**src/rtl/gray_stream_arbiter_if.sv**
```systemverilog
// Stream bundle around the shared grayscale core:
// two RGB requesters, core forward/return ports, two gray consumers.
interface gray_stream_arbiter_if #(
    parameter int DW = 8
);
    logic [3*DW-1:0] s0_tdata;
    logic            s0_tvalid;
    logic            s0_tlast;
    logic            s0_tready;
    logic [3*DW-1:0] s1_tdata;
    logic            s1_tvalid;
    logic            s1_tlast;
    logic            s1_tready;
    logic [3*DW-1:0] core_tdata;
    logic            core_tvalid;
    logic            core_tready;
    logic [DW-1:0]   core_gray_tdata;
    logic            core_gray_tvalid;
    logic            core_gray_tready;
    logic [DW-1:0]   m0_tdata;
    logic            m0_tvalid;
    logic            m0_tlast;
    logic            m0_tready;
    logic [DW-1:0]   m1_tdata;
    logic            m1_tvalid;
    logic            m1_tlast;
    logic            m1_tready;

    // Arbiter side
    modport slave (
        input  s0_tdata, s0_tvalid, s0_tlast,
        output s0_tready,
        input  s1_tdata, s1_tvalid, s1_tlast,
        output s1_tready,
        output core_tdata, core_tvalid,
        input  core_tready,
        input  core_gray_tdata, core_gray_tvalid,
        output core_gray_tready,
        output m0_tdata, m0_tvalid, m0_tlast,
        input  m0_tready,
        output m1_tdata, m1_tvalid, m1_tlast,
        input  m1_tready
    );

    // Environment side (sources, core, consumers)
    modport master (
        output s0_tdata, s0_tvalid, s0_tlast,
        input  s0_tready,
        output s1_tdata, s1_tvalid, s1_tlast,
        input  s1_tready,
        input  core_tdata, core_tvalid,
        output core_tready,
        output core_gray_tdata, core_gray_tvalid,
        input  core_gray_tready,
        input  m0_tdata, m0_tvalid, m0_tlast,
        output m0_tready,
        input  m1_tdata, m1_tvalid, m1_tlast,
        output m1_tready
    );
endinterface

```
**src/rtl/gray_stream_arbiter.sv**
```systemverilog
// Packet-locked round-robin sharing of one grayscale core between two
// RGB requesters; a tag FIFO steers each returning pixel to its owner.
module gray_stream_arbiter #(
    parameter int DATA_WIDTH = 8,
    parameter int TAG_DEPTH  = 8
) (
    input  logic                  clk,
    input  logic                  rst,
    gray_stream_arbiter_if.slave  bus,
    output logic                  err_orphan
);

    localparam int PW = $clog2(TAG_DEPTH);
    localparam int CW = PW + 1;
    localparam logic [CW-1:0] FULL_CNT = CW'(TAG_DEPTH);

    typedef enum logic [1:0] {
        IDLE = 2'd0,
        GNT0 = 2'd1,
        GNT1 = 2'd2
    } state_t;

    state_t        state;
    state_t        state_nxt;
    logic          rr_ptr;
    logic          rr_ptr_nxt;

    logic [1:0]    tag_mem [TAG_DEPTH];
    logic [PW-1:0] wr_ptr;
    logic [PW-1:0] rd_ptr;
    logic [CW-1:0] count;
    logic          fifo_full;
    logic          fifo_empty;
    logic [1:0]    head;

    logic          push;
    logic          push_id;
    logic          push_last;
    logic          pop;

    assign fifo_full  = (count == FULL_CNT);
    assign fifo_empty = (count == '0);
    assign head       = tag_mem[rd_ptr];

    assign push    = bus.core_tvalid & bus.core_tready;
    assign push_id = (state == GNT1);
    assign pop     = bus.core_gray_tvalid & bus.core_gray_tready;

    // Grant state and round-robin pointer
    always_ff @(posedge clk or posedge rst) begin
        if (rst) begin
            state  <= IDLE;
            rr_ptr <= 1'b0;
        end else begin
            state  <= state_nxt;
            rr_ptr <= rr_ptr_nxt;
        end
    end

    // Grant decision; a grant is released only on the packet's last beat
    always_comb begin
        state_nxt  = state;
        rr_ptr_nxt = rr_ptr;
        unique case (state)
            IDLE: begin
                if (bus.s0_tvalid && bus.s1_tvalid)
                    state_nxt = rr_ptr ? GNT1 : GNT0;
                else if (bus.s0_tvalid)
                    state_nxt = GNT0;
                else if (bus.s1_tvalid)
                    state_nxt = GNT1;
            end
            GNT0: begin
                if (bus.s0_tvalid && bus.s0_tready && bus.s0_tlast) begin
                    state_nxt  = IDLE;
                    rr_ptr_nxt = 1'b1;
                end
            end
            GNT1: begin
                if (bus.s1_tvalid && bus.s1_tready && bus.s1_tlast) begin
                    state_nxt  = IDLE;
                    rr_ptr_nxt = 1'b0;
                end
            end
            default: state_nxt = IDLE;
        endcase
    end

    // Forward mux from the granted requester into the core
    always_comb begin
        bus.core_tdata  = '0;
        bus.core_tvalid = 1'b0;
        bus.s0_tready   = 1'b0;
        bus.s1_tready   = 1'b0;
        push_last       = 1'b0;
        unique case (state)
            GNT0: begin
                bus.core_tdata  = bus.s0_tdata;
                bus.core_tvalid = bus.s0_tvalid & ~fifo_full;
                bus.s0_tready   = bus.core_tready & ~fifo_full;
                push_last       = bus.s0_tlast;
            end
            GNT1: begin
                bus.core_tdata  = bus.s1_tdata;
                bus.core_tvalid = bus.s1_tvalid & ~fifo_full;
                bus.s1_tready   = bus.core_tready & ~fifo_full;
                push_last       = bus.s1_tlast;
            end
            default: ;
        endcase
    end

    // Tag storage; contents are don't-care while the slot is unoccupied
    always_ff @(posedge clk) begin
        if (push)
            tag_mem[wr_ptr] <= {push_id, push_last};
    end

    // Tag FIFO pointers and occupancy
    always_ff @(posedge clk or posedge rst) begin
        if (rst) begin
            wr_ptr <= '0;
            rd_ptr <= '0;
            count  <= '0;
        end else begin
            if (push)
                wr_ptr <= wr_ptr + PW'(1);
            if (pop)
                rd_ptr <= rd_ptr + PW'(1);
            unique case ({push, pop})
                2'b10:   count <= count + CW'(1);
                2'b01:   count <= count - CW'(1);
                default: count <= count;
            endcase
        end
    end

    // Return routing by head tag; nothing is accepted without a tag
    always_comb begin
        bus.m0_tdata         = bus.core_gray_tdata;
        bus.m1_tdata         = bus.core_gray_tdata;
        bus.m0_tvalid        = 1'b0;
        bus.m1_tvalid        = 1'b0;
        bus.m0_tlast         = 1'b0;
        bus.m1_tlast         = 1'b0;
        bus.core_gray_tready = 1'b0;
        if (!fifo_empty) begin
            if (head[1]) begin
                bus.m1_tvalid        = bus.core_gray_tvalid;
                bus.m1_tlast         = head[0];
                bus.core_gray_tready = bus.m1_tready;
            end else begin
                bus.m0_tvalid        = bus.core_gray_tvalid;
                bus.m0_tlast         = head[0];
                bus.core_gray_tready = bus.m0_tready;
            end
        end
    end

    // Sticky flag for a core output with no matching tag
    always_ff @(posedge clk or posedge rst) begin
        if (rst)
            err_orphan <= 1'b0;
        else if (bus.core_gray_tvalid && fifo_empty)
            err_orphan <= 1'b1;
    end

endmodule

```
**src/flat_wrapper.sv**
```systemverilog
// flat-port wrapper written by rule: the top's interface ports become plain ports
module gray_stream_arbiter_flat 
#(
    parameter int DATA_WIDTH = 8,
    parameter int TAG_DEPTH  = 8
)
  (clk, rst, err_orphan, bus_s0_tdata, bus_s0_tvalid, bus_s0_tlast, bus_s0_tready, bus_s1_tdata, bus_s1_tvalid, bus_s1_tlast, bus_s1_tready, bus_core_tdata, bus_core_tvalid, bus_core_tready, bus_core_gray_tdata, bus_core_gray_tvalid, bus_core_gray_tready, bus_m0_tdata, bus_m0_tvalid, bus_m0_tlast, bus_m0_tready, bus_m1_tdata, bus_m1_tvalid, bus_m1_tlast, bus_m1_tready);
  gray_stream_arbiter_if #(.DW(8)) bus_i ();
  input  logic clk;
  input  logic rst;
  output logic err_orphan;
  input wire logic [$bits(bus_i.s0_tdata)-1:0] bus_s0_tdata;
  input wire logic [$bits(bus_i.s0_tvalid)-1:0] bus_s0_tvalid;
  input wire logic [$bits(bus_i.s0_tlast)-1:0] bus_s0_tlast;
  output wire logic [$bits(bus_i.s0_tready)-1:0] bus_s0_tready;
  input wire logic [$bits(bus_i.s1_tdata)-1:0] bus_s1_tdata;
  input wire logic [$bits(bus_i.s1_tvalid)-1:0] bus_s1_tvalid;
  input wire logic [$bits(bus_i.s1_tlast)-1:0] bus_s1_tlast;
  output wire logic [$bits(bus_i.s1_tready)-1:0] bus_s1_tready;
  output wire logic [$bits(bus_i.core_tdata)-1:0] bus_core_tdata;
  output wire logic [$bits(bus_i.core_tvalid)-1:0] bus_core_tvalid;
  input wire logic [$bits(bus_i.core_tready)-1:0] bus_core_tready;
  input wire logic [$bits(bus_i.core_gray_tdata)-1:0] bus_core_gray_tdata;
  input wire logic [$bits(bus_i.core_gray_tvalid)-1:0] bus_core_gray_tvalid;
  output wire logic [$bits(bus_i.core_gray_tready)-1:0] bus_core_gray_tready;
  output wire logic [$bits(bus_i.m0_tdata)-1:0] bus_m0_tdata;
  output wire logic [$bits(bus_i.m0_tvalid)-1:0] bus_m0_tvalid;
  output wire logic [$bits(bus_i.m0_tlast)-1:0] bus_m0_tlast;
  input wire logic [$bits(bus_i.m0_tready)-1:0] bus_m0_tready;
  output wire logic [$bits(bus_i.m1_tdata)-1:0] bus_m1_tdata;
  output wire logic [$bits(bus_i.m1_tvalid)-1:0] bus_m1_tvalid;
  output wire logic [$bits(bus_i.m1_tlast)-1:0] bus_m1_tlast;
  input wire logic [$bits(bus_i.m1_tready)-1:0] bus_m1_tready;
  assign bus_i.s0_tdata = bus_s0_tdata;
  assign bus_i.s0_tvalid = bus_s0_tvalid;
  assign bus_i.s0_tlast = bus_s0_tlast;
  assign bus_s0_tready = bus_i.s0_tready;
  assign bus_i.s1_tdata = bus_s1_tdata;
  assign bus_i.s1_tvalid = bus_s1_tvalid;
  assign bus_i.s1_tlast = bus_s1_tlast;
  assign bus_s1_tready = bus_i.s1_tready;
  assign bus_core_tdata = bus_i.core_tdata;
  assign bus_core_tvalid = bus_i.core_tvalid;
  assign bus_i.core_tready = bus_core_tready;
  assign bus_i.core_gray_tdata = bus_core_gray_tdata;
  assign bus_i.core_gray_tvalid = bus_core_gray_tvalid;
  assign bus_core_gray_tready = bus_i.core_gray_tready;
  assign bus_m0_tdata = bus_i.m0_tdata;
  assign bus_m0_tvalid = bus_i.m0_tvalid;
  assign bus_m0_tlast = bus_i.m0_tlast;
  assign bus_i.m0_tready = bus_m0_tready;
  assign bus_m1_tdata = bus_i.m1_tdata;
  assign bus_m1_tvalid = bus_i.m1_tvalid;
  assign bus_m1_tlast = bus_i.m1_tlast;
  assign bus_i.m1_tready = bus_m1_tready;
  gray_stream_arbiter #(.DATA_WIDTH(DATA_WIDTH), .TAG_DEPTH(TAG_DEPTH)) u_core (.clk(clk), .rst(rst), .bus(bus_i), .err_orphan(err_orphan));
endmodule
```
**config.mk**
```make
export PLATFORM = sky130hd
export DESIGN_NAME = gray_stream_arbiter_flat
export DESIGN_NICKNAME = d
export VERILOG_FILES = /design/src/rtl/gray_stream_arbiter_if.sv /design/src/rtl/gray_stream_arbiter.sv /design/src/flat_wrapper.sv
export SDC_FILE = /design/constraint.sdc
export NUM_CORES = 1
export LEC_CHECK = 0
export BUFFER_PORTS_ARGS = -buffer_cell sky130_fd_sc_hd__buf_2
export CELL_PAD_IN_SITES_DETAIL_PLACEMENT = 1
export CELL_PAD_IN_SITES_GLOBAL_PLACEMENT = 1
export CORE_MARGIN = 2
export CORE_UTILIZATION = 29
export DETAILED_ROUTE_END_ITERATION = 6
export PLACE_DENSITY_LB_ADDON = 0.12
export SYNTH_ARGS = -nofsm -noshare
export SYNTH_HDL_FRONTEND = slang
export SYNTH_SLANG_ARGS = --single-unit
```
**constraint.sdc**
```tcl
create_clock -name clk -period 2.9 [get_ports clk]
set_input_delay 0.58 -clock clk [delete_from_list [all_inputs] [get_ports clk]]
set_output_delay 0.58 -clock clk [all_outputs]
set_load 0.005 [all_outputs]
```
==> flow_metrics.env, run 1 <==
export IMPL_tritoncts_num_buffers=5
export IMPL_slew_limit_headroom=0.5992
export IMPL_finalSetupViolCount=0
export IMPL_synth_main_ff_cell="sky130_fd_sc_hd__edfxtp_1"
export IMPL_tritoncts="done"
export IMPL_buffer_ports_inserted=90
export IMPL_post_route_wl_um=5760
export IMPL_timing_worst_setup_path_type="reg2reg"
export IMPL_clock_tree_root_cell="sky130_fd_sc_hd__clkbuf_8"
export IMPL_ys_warnings_count=0
export IMPL_cts_root_to_sink_buffers=2
export IMPL_floorplan_die_width_um=87.89
export IMPL_timing_fmax_ghz=0.3639
export IMPL_grt_overflow=0
export IMPL_worst_setup_path_start_kind="flip-flop"
export IMPL_die_h_um=87.89
export IMPL_design_core_area_mm2=0.006794
export IMPL_io_pins=115
export IMPL_remaining_drc_errors=0
export IMPL_synth_yosys_seq_area_share=0.4071
export IMPL_sinks_on_the_clock_net=30
export IMPL_synthDistinctLibCells=38
export IMPL_wire_length_of_the_first_global_routing_pass_um=9094
export IMPL_insertedDiodeCount=0
export IMPL_grt_start_max_net_pins=37
export IMPL_num_vias=1788
export IMPL_tightestPinTransition_ns=0.6005
export IMPL_final_standard_cell_count_with_taps_included_and_fillers_excluded=376
export IMPL_die_area_mm2=0.007724
export IMPL_critical_path_max_fanout=4
export IMPL_final_util=0.3890
export IMPL_timing_final_crit_share=0.9477
export IMPL_power_per_cell_area_mw_per_mm2=972.9
export IMPL_syn_instance_count=201
export IMPL_firstDrtPassIters=4
export IMPL_hold_ws_ns=0.3528
export IMPL_final_layout_size_suffix_gt1_frac=0.4071
export IMPL_critPathCaptureType="flip-flop"
export IMPL_via_count_of_the_first_global_routing_pass=1823
export IMPL_drv_max_cap_violation_count=0
export IMPL_mappedNetlistNets=276
export IMPL_synth_area_mm2=0.002041
export IMPL_clkSlewWorstSetupHoldPaths_ns=0.07
export IMPL_syn_avg_cell_area_um2=10.15
export IMPL_antenna_found_initial=0
export IMPL_dp_cell_count=368
export IMPL_number_of_flops_mapped_to_enable_cells_by_yosys=16
export IMPL_fin_total_pwr_mw=2.571
export IMPL_rsz0062_at_grt="false"
export IMPL_finClkSkew_ns=0.004070
export IMPL_place_congestion=0.7998
export IMPL_timing_critical_path_required_ns=3.07
export IMPL_cts_hold_fix_buffers=0
export IMPL_finalMaxSlewViolations=0
export IMPL_synthToLayoutAreaGrowth_pct=29.49
export IMPL_starting_density_of_the_core=0.3004
export IMPL_max_vdd_ir_drop_v=0.0002737
export IMPL_p_leak_nw=1.210
export IMPL_htree_depth=2
export IMPL_dp_hpwl_um=4522
export IMPL_worst_ep_arrival_time_ns=2.92
export IMPL_final_hold_viol_count=0
export IMPL_std_cell_rows=30
export IMPL_worst_skew_pair_latency_ns=0.28
export IMPL_detail_route_antenna_nets=0
export IMPL_finish_net_count=354
export IMPL_async_flop_share=0.4667
export IMPL_drt_vias_per_instance=4.755
export IMPL_period_needed_ns=2.748
export IMPL_gr_usage_all_layers=0.1538
export IMPL_drt_iter0_markers=60
export IMPL_ff_latch_count_synth=30
export IMPL_post_detailed_route_wirelength_per_cell_um=15.32
export IMPL_setup_tns_ns=0
export IMPL_status="finished clean"
export IMPL_timing_hold_worst_class="in2async"
## through the flow
stage | setup slack, ns | cell area (um^2)
4_1_cts | 0.09200 | 2638
3_5_place_dp | 0.1062 | 2495
3_3_place_gp | 0.1605 | 2495
5_1_grt | 0.02468 | 2643
6_report | 0.1518 | 2643
2_1_floorplan | 0.1569 | 2041
## synth_stat cells, types with 3 or more instances
master / count / area (um^2)
sky130_fd_sc_hd__inv_1: 9 / 33.78
sky130_fd_sc_hd__xnor2_1: 4 / 35.03
sky130_fd_sc_hd__xor2_1: 3 / 26.28
sky130_fd_sc_hd__clkbuf_1: 6 / 22.52
sky130_fd_sc_hd__o21ai_0: 5 / 25.02
sky130_fd_sc_hd__nand2b_1: 3 / 18.77
sky130_fd_sc_hd__nor2b_1: 25 / 156.4
sky130_fd_sc_hd__nand2_1: 17 / 63.81
sky130_fd_sc_hd__a21oi_1: 4 / 20.02
sky130_fd_sc_hd__nor2_1: 13 / 48.80
sky130_fd_sc_hd__ha_1: 8 / 100.1
sky130_fd_sc_hd__edfxtp_1: 16 / 480.5
sky130_fd_sc_hd__buf_4: 16 / 120.1
sky130_fd_sc_hd__a22oi_1: 25 / 187.7
sky130_fd_sc_hd__dfrtp_1: 14 / 350.3
## state kept, by name (all words and copies together) (netlist names)
signal,flops
u_core.count,4
u_core.err_orphan,1
u_core.rd_ptr,3
u_core.rr_ptr,1
u_core.state,2
u_core.tag_mem,16
u_core.wr_ptr,3
## routing by layer
metal	share of wire	track usage	up-vias	wire [um]
li1	-	-	854	-
met1	0.40	0.1725	855	2308
met2	0.51	0.2713	64	2944
met3	0.061	0.04147	15	351
met4	0.027	0.06993	0	157
met5	0	0	-	0
## cells by family (layout without fill, tap and decap cells)
group                      count (synthesis)  count (layout)  share of synthesized area
muxes                                     11              11                    0.09442
AOI/OAI and AO/OA                         40              40                     0.1373
adders and majority gates                  9               9                    0.05886
buffers and inverters                     35             114                    0.09749
and+or+nand+nor                           69              69                     0.1747
xor gates and xnor gates                   7               7                    0.03004
DFF                                       30              30                     0.4071
## worst paths after layout
check	startpoint	endpoint	slack (ns)	cells past startpoint
max	u_core.rd_ptr[0]$_DFFE_PP0P_	u_core.count[3]$_DFFE_PP0P_	0.15	10
min	rst	u_core.rd_ptr[2]$_DFFE_PP0P_	0.35	2
max reg2reg	u_core.rd_ptr[0]$_DFFE_PP0P_	u_core.count[3]$_DFFE_PP0P_	0.15	10
min reg2reg	u_core.err_orphan$_DFFE_PP0P_	u_core.err_orphan$_DFFE_PP0P_	0.45	1
max in group asynchronous	rst	u_core.rd_ptr[0]$_DFFE_PP0P_	2.12	2
min in group clk	u_core.err_orphan$_DFFE_PP0P_	u_core.err_orphan$_DFFE_PP0P_	0.45	1
## layout by cell type (no fill, tap or decap), types with 3 or more instances in the layout
cell type / n
sky130_fd_sc_hd__nor2_1: 13
sky130_fd_sc_hd__dfrtp_1: 13
sky130_fd_sc_hd__nor2b_1: 25
sky130_fd_sc_hd__edfxtp_1: 16
sky130_fd_sc_hd__nand2_1: 17
sky130_fd_sc_hd__buf_4: 6
sky130_fd_sc_hd__buf_2: 90
sky130_fd_sc_hd__xnor2_1: 4
sky130_fd_sc_hd__a22oi_1: 25
sky130_fd_sc_hd__a21oi_1: 3
sky130_fd_sc_hd__ha_1: 8
sky130_fd_sc_hd__nand2b_1: 3
sky130_fd_sc_hd__xor2_1: 3
sky130_fd_sc_hd__o21ai_0: 5
sky130_fd_sc_hd__inv_1: 9
sky130_fd_sc_hd__clkbuf_8: 6
## layout make-up
cell class / count / area, um^2
fillers: 793 / 4151
repair buffers: 96 / 495.5
clock buffers: 6 / 82.58
clock inverters: 2 / 60.06
flip-flops and latches: 30 / 832.0
multi-input cells: 136 / 1015
inverters: 10 / 37.54
well taps: 96 / 120.1
## critical path: stages, from the launching register on
cell and delay (ns):
sky130_fd_sc_hd__dfrtp_2 0.41, sky130_fd_sc_hd__mux4_2 0.52, sky130_fd_sc_hd__mux2_4 0.32, sky130_fd_sc_hd__mux2i_4 0.19, sky130_fd_sc_hd__ha_1 0.23, sky130_fd_sc_hd__ha_1 0.27
sky130_fd_sc_hd__a21o_1 0.19, sky130_fd_sc_hd__a21oi_2 0.15, sky130_fd_sc_hd__xnor2_1 0.13, sky130_fd_sc_hd__nor2_1 0.07, sky130_fd_sc_hd__xor2_1 0.14
## what timing repair did
action / 4_1_cts / 5_1_grt
endpoints found under the setup margin: 0 / 1
resized for setup: 0 / 2
setup buffers: 0 / 0
## where the power goes
group / internal, mW / leakage (nW) / switching (mW)
Clock: 0.367 / 0.0714 / 0.169
Combinational: 0.667 / 0.828 / 0.662
Sequential: 0.581 / 0.311 / 0.126
Total: 1.61 / 1.21 / 0.957
Power figures use the tool's default switching activity.
==> run 2, diff against run 1 <==
CORE_MARGIN = 4   (was 2)
==> flow_metrics.env, run 2 (synthesis results as in run 1) <==
export IMPL_insertedDiodeCount=0
export IMPL_place_congestion=0.6955
export IMPL_grt_overflow=0
export IMPL_rsz0062_at_grt="false"
export IMPL_gr_usage_all_layers=0.1368
export IMPL_clock_network_fraction_of_design_power=0.165
export IMPL_drv_max_cap_violation_count=0
export IMPL_finish_net_count=354
export IMPL_finClkSkew_ns=0.004394
export IMPL_max_flop_register="u_core.tag_mem"
export IMPL_most_common_layout_cells="90 x sky130_fd_sc_hd__buf_2, 25 x sky130_fd_sc_hd__a22oi_1, 25 x sky130_fd_sc_hd__nor2b_1, 17 x sky130_fd_sc_hd__nand2_1, 16 x sky130_fd_sc_hd__edfxtp_1"
export IMPL_worst_ep_arrival_time_ns=2.87
export IMPL_largest_register_ffs=16
export IMPL_crit_chain="mux4_2 > mux2_4 > mux2i_4 > ha_2 > ha_1 > a21o_1 > a21oi_2 > xnor2_1 > nor2_1 > xor2_1"
export IMPL_buffer_ports_inserted=90
export IMPL_area_sequential_um2=832.0
export IMPL_wire_length_of_the_first_global_routing_pass_um=9246
export IMPL_std_cell_rows=30
export IMPL_final_layout_size_suffix_gt1_frac=0.4036
export IMPL_worst_setup_path_start_kind="flip-flop"
export IMPL_dpl_worst_slack_ns=0.07743
export IMPL_max_vdd_ir_drop_v=0.0002756
export IMPL_clock_tree_root_cell="sky130_fd_sc_hd__clkbuf_8"
export IMPL_drt_vias_per_instance=4.726
export IMPL_delay_of_the_slowest_critical_path_stage_ns=0.52
export IMPL_critical_path_slowest_cell="sky130_fd_sc_hd__mux4_2"
export IMPL_io_pins=115
export IMPL_layout_commonest_cell="sky130_fd_sc_hd__buf_2"
export IMPL_timing_worst_setup_path_type="reg2reg"
export IMPL_final_hold_viol_count=0
export IMPL_detail_route_antenna_nets=0
export IMPL_placement_cell_area_mm2=0.002495
export IMPL_final_util=0.3819
export IMPL_via_count_of_the_first_global_routing_pass=1901
export IMPL_starting_density_of_the_core=0.2987
export IMPL_num_vias=1777
export IMPL_fillerInstances=836
export IMPL_status="finished clean"
export IMPL_critical_path_max_fanout=4
export IMPL_p_seq_frac=0.290
export IMPL_combinationalPowerShare=0.545
export IMPL_grt_start_max_net_pins=37
export IMPL_antenna_found_initial=0
export IMPL_slew_limit_headroom=0.6159
export IMPL_timing_fmax_ghz=0.3688
export IMPL_fin_total_pwr_mw=2.431
export IMPL_finalMaxSlewViolations=0
export IMPL_post_detailed_route_wirelength_per_cell_um=15.02
export IMPL_remaining_drc_errors=0
export IMPL_synthToLayoutAreaGrowth_pct=27.84
export IMPL_hold_ws_ns=0.3555
export IMPL_finalSetupViolCount=0
export IMPL_tightestPinTransition_ns=0.5755
export IMPL_period_needed_ns=2.711
export IMPL_clkSlewWorstSetupHoldPaths_ns=0.06
export IMPL_swShare=0.3827
export IMPL_tritoncts="done"
export IMPL_sinks_on_the_clock_net=30
export IMPL_floorplan_die_width_um=91.89
export IMPL_largestRegisters="u_core.tag_mem x16, u_core.count x4"
export IMPL_post_route_wl_um=5648
export IMPL_timing_critical_path_required_ns=3.06
export IMPL_regToRegSetupSlack_ns=0.19
export IMPL_cts_root_to_sink_buffers=2
export IMPL_tritoncts_num_buffers=5
export IMPL_timing_hold_worst_class="in2async"
export IMPL_worst_skew_pair_latency_ns=0.27
export IMPL_timing_final_crit_share=0.9349
export IMPL_fin_ws_ns=0.1888
export IMPL_firstDrtPassIters=4
export IMPL_critPathCaptureType="flip-flop"
export IMPL_setup_tns_ns=0
export IMPL_cts_post_setup_buffers_inserted=0
export IMPL_design_core_area_mm2=0.006832
export IMPL_die_h_um=91.89
export IMPL_die_area_mm2=0.008443
export IMPL_power_switching_mw=0.9303
export IMPL_drt_iter0_markers=44
export IMPL_power_per_cell_area_mw_per_mm2=931.8
export IMPL_final_standard_cell_count_with_taps_included_and_fillers_excluded=376
export IMPL_cellInternalPower_mw=1.501
export IMPL_dp_cell_count=368
export IMPL_p_leak_nw=1.191
export IMPL_dp_hpwl_um=4575
export IMPL_layout_cell_area_non_filler_mm2=0.002609
export IMPL_htree_depth=2
export IMPL_multi_input_gate_area_in_the_final_layout_mm2=0.001017
## run 2: cell count changes in the layout (fill, tap and decap cells not counted), sizes merged
cell / change
clkinv: +1
bufinv: -1
## run 2: path summary, 6_finish.rpt
kind                                          startpoint                            end  depth (start not counted)
setup / recovery            u_core.rd_ptr[0]$_DFFE_PP0P_    u_core.count[3]$_DFFE_PP0P_                         10
setup reg to reg            u_core.rd_ptr[0]$_DFFE_PP0P_    u_core.count[3]$_DFFE_PP0P_                         10
hold / removal                                       rst    u_core.state[1]$_DFFE_PP0P_                          2
max in group asynchronous                            rst   u_core.rd_ptr[0]$_DFFE_PP0P_                          2
hold reg to reg            u_core.err_orphan$_DFFE_PP0P_  u_core.err_orphan$_DFFE_PP0P_                          1
min in group clk           u_core.err_orphan$_DFFE_PP0P_  u_core.err_orphan$_DFFE_PP0P_                          1
## run 2: metal layers
layer | GRT usage | share of wire
met4 | 0.05322 | 0.027
met5 | 0 | 0
met3 | 0.03938 | 0.074
met1 | 0.1616 | 0.41
met2 | 0.2336 | 0.49
## run 2: power groups by stage
stage	Combinational [mW]	Clock (mW)	Sequential (mW)
after floorplan	0.955	0	0.672
after global placement	1.33	0	0.714
after detailed placement	1.34	0	0.713
after CTS	1.35	0.412	0.706
after global routing	1.50	0.439	0.728
final	1.32	0.401	0.705
## run 2: cell type report
class                   instances  share of cell area
multi-input cells             136              0.3899
flip-flops and latches         30              0.3189
repair buffers                 96              0.1899
well taps                      96             0.04604
clock buffers                   6             0.02782
inverters                      10             0.01439
clock inverters                 2             0.01295
## run 2: worst max-delay path: cells and delay by family, from the launching register on
family	cells	cell delay [ns]
flops	1	0.40
xor+xnor	2	0.26
fa+ha+maj	2	0.47
simple gates	1	0.06
compound gates	2	0.33
mux	3	1.08
## run 2: repair_timing
action / CTS / global route
endpoints found under the setup margin: 0 / 1
gates resized for setup: 0 / 3
hold buffers: 0 / 0
